==> src/rtl/uart_peripheral.sv <==
// UART peripheral: bus register file, TX FIFO with transmitter, synchronised receiver.
`timescale 1ns/1ps
module uart_peripheral #(
  parameter int unsigned CLKS_PER_BIT = 625,
  parameter int unsigned FIFO_DEPTH   = 4
) (
  input  logic        clk,
  input  logic        reset,
  input  logic [3:0]  address,
  input  logic [31:0] data_in,
  input  logic [3:0]  write_mask,
  output logic [31:0] data_out,
  input  logic        bus_enable,
  input  logic        write_enable,
  output logic        tx,
  input  logic        rx
);

  localparam int unsigned CNT_W  = $clog2(CLKS_PER_BIT + 1);
  localparam int unsigned PTR_W  = (FIFO_DEPTH > 1) ? $clog2(FIFO_DEPTH) : 1;
  localparam int unsigned FCNT_W = PTR_W + 1;
  localparam logic [CNT_W-1:0]  BIT_LAST  = CNT_W'(CLKS_PER_BIT - 1);
  localparam logic [CNT_W-1:0]  HALF_LAST = CNT_W'(CLKS_PER_BIT / 2 - 1);
  localparam logic [FCNT_W-1:0] FIFO_CAP  = FCNT_W'(FIFO_DEPTH);
  localparam logic [1:0] REG_TX     = 2'd0;
  localparam logic [1:0] REG_RX     = 2'd1;
  localparam logic [1:0] REG_STATUS = 2'd2;

  typedef enum logic [1:0] {TX_IDLE, TX_START, TX_DATA, TX_STOP} tx_state_t;
  typedef enum logic [1:0] {RX_IDLE, RX_START, RX_DATA, RX_STOP} rx_state_t;

  // Bus decode; side effects only on the first cycle of an access
  logic       bus_en_q;
  logic [1:0] reg_sel;
  logic       access_first, push_req, w1c, rx_clear;
  assign reg_sel      = address[3:2];
  assign access_first = bus_enable & ~bus_en_q;
  assign push_req     = access_first & write_enable & (reg_sel == REG_TX) & ~write_mask[0];
  assign w1c          = access_first & write_enable & (reg_sel == REG_STATUS) & ~write_mask[0];
  assign rx_clear     = access_first & ~write_enable & (reg_sel == REG_RX);

  logic unused_bits;
  assign unused_bits = ^{address[1:0], data_in[31:8], write_mask[3:1]};

  // TX FIFO state
  logic [7:0]        fifo_mem [FIFO_DEPTH];
  logic [PTR_W-1:0]  wr_ptr, rd_ptr;
  logic [FCNT_W-1:0] fifo_count;
  logic              fifo_full, fifo_empty, push_ok, tx_pop, tx_overflow;

  tx_state_t        tx_state;
  logic [CNT_W-1:0] tx_clk_cnt;
  logic [2:0]       tx_bit_cnt;
  logic [7:0]       tx_shift;
  logic             tx_busy;

  assign fifo_full  = (fifo_count == FIFO_CAP);
  assign fifo_empty = (fifo_count == '0);
  assign push_ok    = push_req & ~fifo_full;
  assign tx_busy    = (tx_state != TX_IDLE);
  assign tx_pop     = ~fifo_empty & ((tx_state == TX_IDLE) ||
                      ((tx_state == TX_STOP) && (tx_clk_cnt == BIT_LAST)));

  // Bus request edge tracker
  always_ff @(posedge clk) begin
    if (reset) bus_en_q <= 1'b0;
    else       bus_en_q <= bus_enable;
  end

  // FIFO storage, written only on accepted pushes
  always_ff @(posedge clk) begin
    if (push_ok) fifo_mem[wr_ptr] <= data_in[7:0];
  end

  // FIFO pointers, occupancy and overflow flag
  always_ff @(posedge clk) begin
    if (reset) begin
      wr_ptr      <= '0;
      rd_ptr      <= '0;
      fifo_count  <= '0;
      tx_overflow <= 1'b0;
    end else begin
      if (push_ok) wr_ptr <= wr_ptr + PTR_W'(1);
      if (tx_pop)  rd_ptr <= rd_ptr + PTR_W'(1);
      case ({push_ok, tx_pop})
        2'b10:   fifo_count <= fifo_count + FCNT_W'(1);
        2'b01:   fifo_count <= fifo_count - FCNT_W'(1);
        default: fifo_count <= fifo_count;
      endcase
      if (w1c && data_in[5])     tx_overflow <= 1'b0;
      if (push_req && fifo_full) tx_overflow <= 1'b1;
    end
  end

  // Transmit FSM: start, 8 data bits LSB first, stop; back-to-back frames when queued
  always_ff @(posedge clk) begin
    if (reset) begin
      tx_state   <= TX_IDLE;
      tx         <= 1'b1;
      tx_clk_cnt <= '0;
      tx_bit_cnt <= '0;
      tx_shift   <= '0;
    end else begin
      case (tx_state)
        TX_IDLE: begin
          tx <= 1'b1;
          if (tx_pop) begin
            tx_state   <= TX_START;
            tx         <= 1'b0;
            tx_shift   <= fifo_mem[rd_ptr];
            tx_clk_cnt <= '0;
          end
        end
        TX_START: begin
          if (tx_clk_cnt == BIT_LAST) begin
            tx_clk_cnt <= '0;
            tx_bit_cnt <= '0;
            tx_state   <= TX_DATA;
            tx         <= tx_shift[0];
            tx_shift   <= {1'b0, tx_shift[7:1]};
          end else begin
            tx_clk_cnt <= tx_clk_cnt + CNT_W'(1);
          end
        end
        TX_DATA: begin
          if (tx_clk_cnt == BIT_LAST) begin
            tx_clk_cnt <= '0;
            if (tx_bit_cnt == 3'd7) begin
              tx_state <= TX_STOP;
              tx       <= 1'b1;
            end else begin
              tx_bit_cnt <= tx_bit_cnt + 3'd1;
              tx         <= tx_shift[0];
              tx_shift   <= {1'b0, tx_shift[7:1]};
            end
          end else begin
            tx_clk_cnt <= tx_clk_cnt + CNT_W'(1);
          end
        end
        TX_STOP: begin
          if (tx_clk_cnt == BIT_LAST) begin
            tx_clk_cnt <= '0;
            if (tx_pop) begin
              tx_state <= TX_START;
              tx       <= 1'b0;
              tx_shift <= fifo_mem[rd_ptr];
            end else begin
              tx_state <= TX_IDLE;
            end
          end else begin
            tx_clk_cnt <= tx_clk_cnt + CNT_W'(1);
          end
        end
        default: tx_state <= TX_IDLE;
      endcase
    end
  end

  // Receiver state
  logic             rx_meta, rx_sync, rx_sync_q, rx_fall;
  rx_state_t        rx_state;
  logic [CNT_W-1:0] rx_clk_cnt;
  logic [2:0]       rx_bit_cnt;
  logic [7:0]       rx_shift, rx_byte;
  logic             rx_valid, rx_overrun, rx_frame_err;

  assign rx_fall = rx_sync_q & ~rx_sync;

  // Two-flop synchroniser plus one delay stage for edge detection
  always_ff @(posedge clk) begin
    if (reset) begin
      rx_meta   <= 1'b1;
      rx_sync   <= 1'b1;
      rx_sync_q <= 1'b1;
    end else begin
      rx_meta   <= rx;
      rx_sync   <= rx_meta;
      rx_sync_q <= rx_sync;
    end
  end

  // Receive FSM with glitch rejection, mid-bit sampling and status flags
  always_ff @(posedge clk) begin
    if (reset) begin
      rx_state     <= RX_IDLE;
      rx_clk_cnt   <= '0;
      rx_bit_cnt   <= '0;
      rx_shift     <= '0;
      rx_byte      <= '0;
      rx_valid     <= 1'b0;
      rx_overrun   <= 1'b0;
      rx_frame_err <= 1'b0;
    end else begin
      if (rx_clear)           rx_valid     <= 1'b0;
      if (w1c && data_in[4])  rx_overrun   <= 1'b0;
      if (w1c && data_in[6])  rx_frame_err <= 1'b0;
      case (rx_state)
        RX_IDLE: begin
          if (rx_fall) begin
            rx_state   <= RX_START;
            rx_clk_cnt <= '0;
          end
        end
        RX_START: begin
          if (rx_clk_cnt == HALF_LAST) begin
            rx_clk_cnt <= '0;
            rx_bit_cnt <= '0;
            rx_state   <= rx_sync ? RX_IDLE : RX_DATA;
          end else begin
            rx_clk_cnt <= rx_clk_cnt + CNT_W'(1);
          end
        end
        RX_DATA: begin
          if (rx_clk_cnt == BIT_LAST) begin
            rx_clk_cnt <= '0;
            rx_shift   <= {rx_sync, rx_shift[7:1]};
            if (rx_bit_cnt == 3'd7) rx_state <= RX_STOP;
            else                    rx_bit_cnt <= rx_bit_cnt + 3'd1;
          end else begin
            rx_clk_cnt <= rx_clk_cnt + CNT_W'(1);
          end
        end
        RX_STOP: begin
          if (rx_clk_cnt == BIT_LAST) begin
            rx_clk_cnt <= '0;
            rx_state   <= RX_IDLE;
            if (rx_sync) begin
              rx_byte  <= rx_shift;
              rx_valid <= 1'b1;
              if (rx_valid && !rx_clear) rx_overrun <= 1'b1;
            end else begin
              rx_frame_err <= 1'b1;
            end
          end else begin
            rx_clk_cnt <= rx_clk_cnt + CNT_W'(1);
          end
        end
        default: rx_state <= RX_IDLE;
      endcase
    end
  end

  logic [31:0] status_word;
  assign status_word = {25'b0, rx_frame_err, tx_overflow, rx_overrun, rx_valid,
                        fifo_empty, fifo_full, tx_busy};

  // Registered read data; holds when no read is requested
  always_ff @(posedge clk) begin
    if (reset) begin
      data_out <= '0;
    end else if (bus_enable && !write_enable) begin
      case (reg_sel)
        REG_RX:     data_out <= {24'b0, rx_byte};
        REG_STATUS: data_out <= status_word;
        default:    data_out <= '0;
      endcase
    end
  end

endmodule

==> config.mk <==
export PLATFORM = sky130hd
export DESIGN_NAME = uart_peripheral
export DESIGN_NICKNAME = d
export VERILOG_FILES = /design/src/rtl/uart_peripheral.sv
export SDC_FILE = /design/constraint.sdc
export NUM_CORES = 1
export LEC_CHECK = 0
export ABC_AREA = 1
export ABC_CLOCK_PERIOD_IN_PS = 2700
export BUFFER_PORTS_ARGS = -buffer_cell sky130_fd_sc_hd__buf_2
export CORE_ASPECT_RATIO = 0.6
export CORE_MARGIN = 2
export CORE_UTILIZATION = 55
export CTS_BUF_LIST = sky130_fd_sc_hd__clkbuf_4
export DETAILED_ROUTE_END_ITERATION = 12
export PLACE_DENSITY = 0.77
export SYNTH_ARGS = -nofsm -noshare
export SYNTH_HDL_FRONTEND = slang
export SYNTH_SLANG_ARGS = --single-unit
==> constraint.sdc <==
create_clock -name clk -period 2.7 [get_ports clk]
set_input_delay 0.81 -clock clk [delete_from_list [all_inputs] [get_ports clk]]
set_output_delay 0.81 -clock clk [all_outputs]
set_load 0.05 [all_outputs]
* Word-level counts from Yosys, hierarchy flattened
Memories as Yosys holds them, arrays and structs flattened. A register that Yosys moved wholly into a read port is not among the register bits.
Index checks and enable logic that the tools add are counted.
** Word-level totals
- Flip-flop bits (word level) :: 102
- Bits in writable memories :: 32
- Input bits :: 45
- Memories kept :: 1
** Operators by class
- Add/sub/neg operators :: 8
- Equality and inequality tests :: 29
- Muxes and demuxes :: 63
- Bitwise gates (word level) :: 17
- Reduce and logical (&&, ||, !) cells :: 29
** Memories
- fifo_mem :: depth 4, width 8, rd ports 1, clocked after Yosys merged registers in 1, wr ports 1, RTL line 46 : logic [7:0] fifo_mem [FIFO_DEPTH];
** Operators by type and width (number)
- 10-bit two-way mux :: 5
- 8-bit two-way mux :: 5
- 8-bit one-hot mux with 4 select lines :: 1
- 10-bit one-hot mux with 3 select lines :: 1
- 2-bit two-way mux :: 13
- 1-bit two-way mux :: 24
- 2-bit inequality test, second input constant :: 12
- 10-bit by 1-bit adder with 10-bit output, second input constant :: 2
- 10-bit == test, second input constant :: 2
- 10-bit one-hot mux with 2 select lines :: 1
- 3-bit two-way mux :: 6
- 3-bit one-hot mux with 2 select lines :: 3
- 2-bit one-hot mux with 4 select lines :: 2
- 8-bit one-hot mux with 2 select lines :: 1
- 4-bit AND reduction :: 4
- 2-bit == test, second input constant :: 6
- 1-bit bitwise AND :: 11
- 10-bit by 9-bit == test with 1-bit output, second input constant :: 1
- 5-bit AND reduction :: 2
- 2-bit nonzero test :: 5
- 3-bit by 1-bit adder with 3-bit output, second input constant :: 3
- 3-bit == test, second input constant :: 3
- 2-bit by 1-bit == test with 1-bit output, second input constant :: 4
- 1-bit logical AND :: 7
- other kinds (13) :: 22

* Depth between registers and ports, before layout
- Depth in word-level cells :: 11
- Mapped depth :: 15
- Mapped depth without buffers :: 15

* Worst setup path after synthesis
OpenSTA, ideal clock, no wires.
- Path type :: input-to-reg
- From :: input bus_enable
- To :: register fifo_count[1]
- Setup time :: 0.065 ns
- Arrival time :: 2.271 ns
- Required time :: 2.635 ns
- Path slack :: 0.364 ns
- Stages on the path :: 9
- Path buffers :: 0
- Cells stage by stage :: inv_1 -> nor4_4 -> nand3_2 -> ha_1 -> inv_1 -> fa_1 -> nor2_1 -> a21oi_1 -> nor2_1
** Between the ends
- Cells in the longest elaborated chain, start to end :: 7
** Ends and longest elaborated chain
- from (decl) :: RTL line 13 : input logic bus_enable,
- 1-bit bitwise AND * :: RTL line 37 : assign access_first = bus_enable & ~bus_en_q;
- 1-bit bitwise AND * (3 in series) :: RTL line 38 : assign push_req = access_first & write_enable & (reg_sel == REG_TX) & ~write_mask[0];
- 1-bit bitwise AND * :: RTL line 59 : assign push_ok = push_req & ~fifo_full;
- 2-bit by 1-bit == test with 1-bit output or 2-bit == test (tied branches) :: RTL line 85 : case ({push_ok, tx_pop})
- 3-bit one-hot mux with 2 select lines or 2-bit nonzero test (tied branches)
- to (signal assigned) :: RTL line 86 : 2'b10: fifo_count <= fifo_count + FCNT_W'(1);
- to (signal assigned) :: RTL line 87 : 2'b01: fifo_count <= fifo_count - FCNT_W'(1);
- to (signal assigned) :: RTL line 88 : default: fifo_count <= fifo_count;
- to (decl) :: RTL line 48 : logic [FCNT_W-1:0] fifo_count;
Mark *: on every way between the ends. The rest lies on a longest branch, timed or not.
A chain may end at the register's enable or synchronous reset.

* Final worst setup path
- From :: register tx_state[0]
- To :: register fifo_count[2]
** Between the ends
- Cells in the longest elaborated chain, start to end :: 6
** Ends and longest elaborated chain
- from (decl) :: RTL line 51 : tx_state_t tx_state;
- from (signal assigned) :: RTL line 98 : tx_state <= TX_IDLE;
- from (signal assigned) :: RTL line 108 : tx_state <= TX_START;
- from (signal assigned) :: RTL line 118 : tx_state <= TX_DATA;
- 2-bit == test :: RTL line 62 : ((tx_state == TX_STOP) && (tx_clk_cnt == BIT_LAST)));
- 1-bit logical AND :: RTL line 62
- 1-bit logical OR * :: RTL line 61 : assign tx_pop = ~fifo_empty & ((tx_state == TX_IDLE) ||
- 1-bit bitwise AND * :: RTL line 61
- named net tx_pop :: RTL line 49 : logic fifo_full, fifo_empty, push_ok, tx_pop, tx_overflow;
- 2-bit by 1-bit == test with 1-bit output or 2-bit == test (tied branches) :: RTL line 85
- 3-bit one-hot mux with 2 select lines or 2-bit nonzero test (tied branches)
The timed path passes the listed nets; every way through them passes the cells marked *.

==> flow_summary.rst <==
.. list-table::
   :header-rows: 1

   * - Metric
     - Value
   * - Result of the run
     - finished clean
   * - WL/cell
     - 12.94 um
   * - Die Span Y
     - 80.26 um
   * - Clock Skew
     - 0.02356 ns
   * - Proportion of synthesized chip area in sequential cells
     - 48.08%
   * - First-pass GRT wire length
     - 17410 um
   * - Die ar.
     - 10520 um2
   * - Gate count of the mapped netlist
     - 632
   * - Most common library cell in the layout ignoring fill and taps
     - sky130_fd_sc_hd__nand2_1
   * - Count of flip-flops with a built-in enable after synthesis
     - 32
   * - Cell at the slowest stage of the critical path
     - sky130_fd_sc_hd__dfxtp_1
   * - Cell at the root of the clock tree
     - sky130_fd_sc_hd__clkbuf_4
   * - Total of endpoints with negative setup slack in the final report
     - 0
   * - Post-detailed-route via-to-cell ratio
     - 5.242
   * - Pin count of the biggest net entering global routing
     - 32
   * - Remaining antenna violation count
     - 0
   * - Worst-case clock buffer depth
     - 2
   * - Count of vias placed by the detailed router
     - 4141
   * - Number of violations of the max-capacitance limit
     - 0
   * - Peak per-stage delay on the critical path
     - 0.46 ns
   * - DRC violation count after routing
     - 0
   * - Number of primary I/O pins
     - 78
   * - Highest attainable clock frequency
     - 0.4168 GHz
   * - Fill count
     - 759
   * - Post-synthesis cell type count
     - 40
   * - CTS tree
     - done
   * - Antenna violations before repair
     - 0
   * - Number of levels the H-tree was split into
     - 3
   * - Average cell area after synthesis
     - 8.434 um2
   * - # port buffers
     - 24
   * - # Post-CTS Setup Buffers
     - 0
   * - Critical path cell sequence
     - ha_1 > nand4_1 > nand2_2 > nand2_4 > inv_1 > ha_1 > inv_1 > fa_1 > a21oi_1 > o21ai_0 > o21ai_1 > a21oi_1
   * - Hold violation total from the final report
     - 0
   * - Leakage component of the power
     - 2.348 nW
   * - Antenna cell count
     - 0
   * - Post-route clock period utilization
     - 88.87%
   * - Top library cells by usage in the layout, fill and taps aside
     - 90 x sky130_fd_sc_hd__nand2_1, 80 x sky130_fd_sc_hd__dfxtp_1, 74 x sky130_fd_sc_hd__inv_1, 74 x sky130_fd_sc_hd__nor2_1, 60 x sky130_fd_sc_hd__a21oi_1
   * - TritonCTS sink count
     - 112
   * - Hold slack
     - 0.4387 ns
   * - Dominant register cell in the synthesized netlist
     - sky130_fd_sc_hd__dfxtp_1
   * - Grt ovf
     - 0
   * - Path category of the worst min-delay check
     - reg -> reg
   * - Detailed Place HPWL
     - 7377 um
   * - Detailed Routing Iterations Pass 1
     - 5
   * - CP Max Fanout
     - 9
   * - Total GRT Usage
     - 21.15%
   * - Req. time, crit path
     - 3.08 ns
   * - R2r setup slk
     - 0.30 ns
   * - Slew Limit Fails
     - 0
   * - Crit path arrival time
     - 2.78 ns
   * - YS warnings
     - 0
   * - Post-cts repair resize count
     - 0
   * - Number of DRC markers in iteration 0
     - 337
   * - Setup Crit Path Kind
     - reg -> reg
   * - Areal power density over the cells
     - 718.5 nW/um2
   * - Clock buffers created by TritonCTS
     - 9
   * - Number of hold buffers added after CTS
     - 0
   * - Latest clock arrival within the worst-skew pair
     - 0.48 ns
   * - Setup repair after global routing missed its margin
     - no
   * - Number of global-route vias before repair
     - 3818
   * - RePlAce Congestion
     - 0.9078
   * - Width of the die
     - 131.1 um
   * - Synthesized area
     - 5330 um2
   * - Share of final-layout standard cells stronger than drive strength 1
     - 11.82%
   * - Net count, final
     - 722
   * - Final critical-path required period
     - 2.399 ns
   * - Final core utilization
     - 60.74%
   * - Total of flip-flops plus latches after synthesis
     - 112
   * - Initial Utilization
     - 57.37%
   * - Startpoint kind of the worst setup timing path
     - flip-flop
   * - Post-synth ARST share
     - 0%
   * - Clock input transition at the sequential cells of the worst setup and hold paths
     - 0.19 ns
   * - Overall routed net length
     - 10220 um
   * - Worst vdd ir
     - 0.3468 mV
   * - Core box area
     - 9290 um2
   * - Setup_tns
     - 0 ns
   * - Number of rows created at floorplan
     - 27
   * - Layout overhead on the synthesized area
     - 5.869%
   * - CP endpoint kind
     - flip-flop
-- synthesized netlist by cell type (3+ instances only) --
cell	count	area, um2
sky130_fd_sc_hd__nor2_1	75	281.5
sky130_fd_sc_hd__inv_1	74	277.8
sky130_fd_sc_hd__nand4_1	8	50.05
sky130_fd_sc_hd__xor2_1	6	52.55
sky130_fd_sc_hd__nand2_4	3	33.78
sky130_fd_sc_hd__nand3_1	35	175.2
sky130_fd_sc_hd__clkbuf_1	8	30.03
sky130_fd_sc_hd__ha_1	21	262.8
sky130_fd_sc_hd__o21ai_0	48	240.2
sky130_fd_sc_hd__a32oi_1	8	70.07
sky130_fd_sc_hd__edfxtp_1	32	960.9
sky130_fd_sc_hd__nand3_2	4	40.04
sky130_fd_sc_hd__nor2_2	7	43.79
sky130_fd_sc_hd__buf_2	7	35.03
sky130_fd_sc_hd__dfxtp_1	80	1602
sky130_fd_sc_hd__nand2_1	90	337.8
sky130_fd_sc_hd__mux2i_1	7	70.07
sky130_fd_sc_hd__nand2_2	5	31.28
sky130_fd_sc_hd__buf_4	25	187.7
sky130_fd_sc_hd__nor3_1	4	20.02
sky130_fd_sc_hd__a21oi_1	60	300.3
-- registers in the layout, indices dropped and copies added (netlist names), 2 cells and up, named ones only --
| register | cells |
|---|---|
| rx_bit_cnt | 3 |
| rx_byte | 8 |
| tx_clk_cnt | 10 |
| data_out | 8 |
| tx_state | 2 |
| fifo_count | 3 |
| wr_ptr | 2 |
| rx_clk_cnt | 10 |
| tx_bit_cnt | 3 |
| rx_shift | 8 |
| fifo_mem | 32 |
| tx_shift | 8 |
| rd_ptr | 2 |
-- path summary, 6_finish.rpt --
path | start | endpoint | depth (start not counted)
max reg2reg | tx_state[0] | fifo_count[2] | 12
max | tx_state[0] | fifo_count[2] | 12
min | rx_meta | rx_sync | 1
min reg2reg | rx_meta | rx_sync | 1
-- report_power, final --
part           internal, W  switching, W
sequential         0.00184     0.0000767
clock             0.000227      0.000615
combinational     0.000405      0.000895
-- critical path: cells and delay by family (launching register included) --
family	cells	cell delay (ns)
adder cells (fa/ha/maj)	3	0.82
AO/OA/AOI/OAI	4	0.47
flip-flops	1	0.46
AND/OR/NAND/NOR	3	0.42
buffers and inverters	2	0.15
-- stage by stage --
stage          setup WS (ns)  power (W)  area (um2)  cells
3_3_place_gp          0.2762   0.003168        5489    774
6_report              0.3006   0.004055        5643    790
2_1_floorplan         0.3639   0.003054        5416    655
4_1_cts               0.2911   0.004081        5640    790
3_5_place_dp          0.2145   0.003245        5489    774
5_1_grt              0.03614   0.004332        5643    790
-- final cells by class --
type	count	area, um2	area share, %
clock inverters	7	83.83	1.486
multi-input cells	424	2288	40.55
flip-flops and latches	112	2562	45.41
well taps	130	162.7	2.882
inverters	76	285.3	5.055
repair buffers	32	192.7	3.415
clock buffers	9	67.56	1.197
-- cell families (layout without fill, tap and decap cells) --
group / after synthesis / after routing / share of synthesized area, %
compound gates: 122 / 122 / 12.21
mux: 7 / 7 / 1.315
flops: 112 / 112 / 48.08
simple gates: 242 / 242 / 21.22
fa+ha+maj: 22 / 22 / 5.305
buf+inv: 119 / 124 / 10.66
other cells: 1 / 24 / 0.07035
xor+xnor: 7 / 7 / 1.150
-- metal layers --
metal	track usage, %	part of all wire [%]	routed length [um]
met1	29.75	49	5022
met2	32.23	44	4460
met3	5.730	6.2	636
met4	5.745	1.0	104
met5	0	0	0
Power figures use the tool's default switching activity.
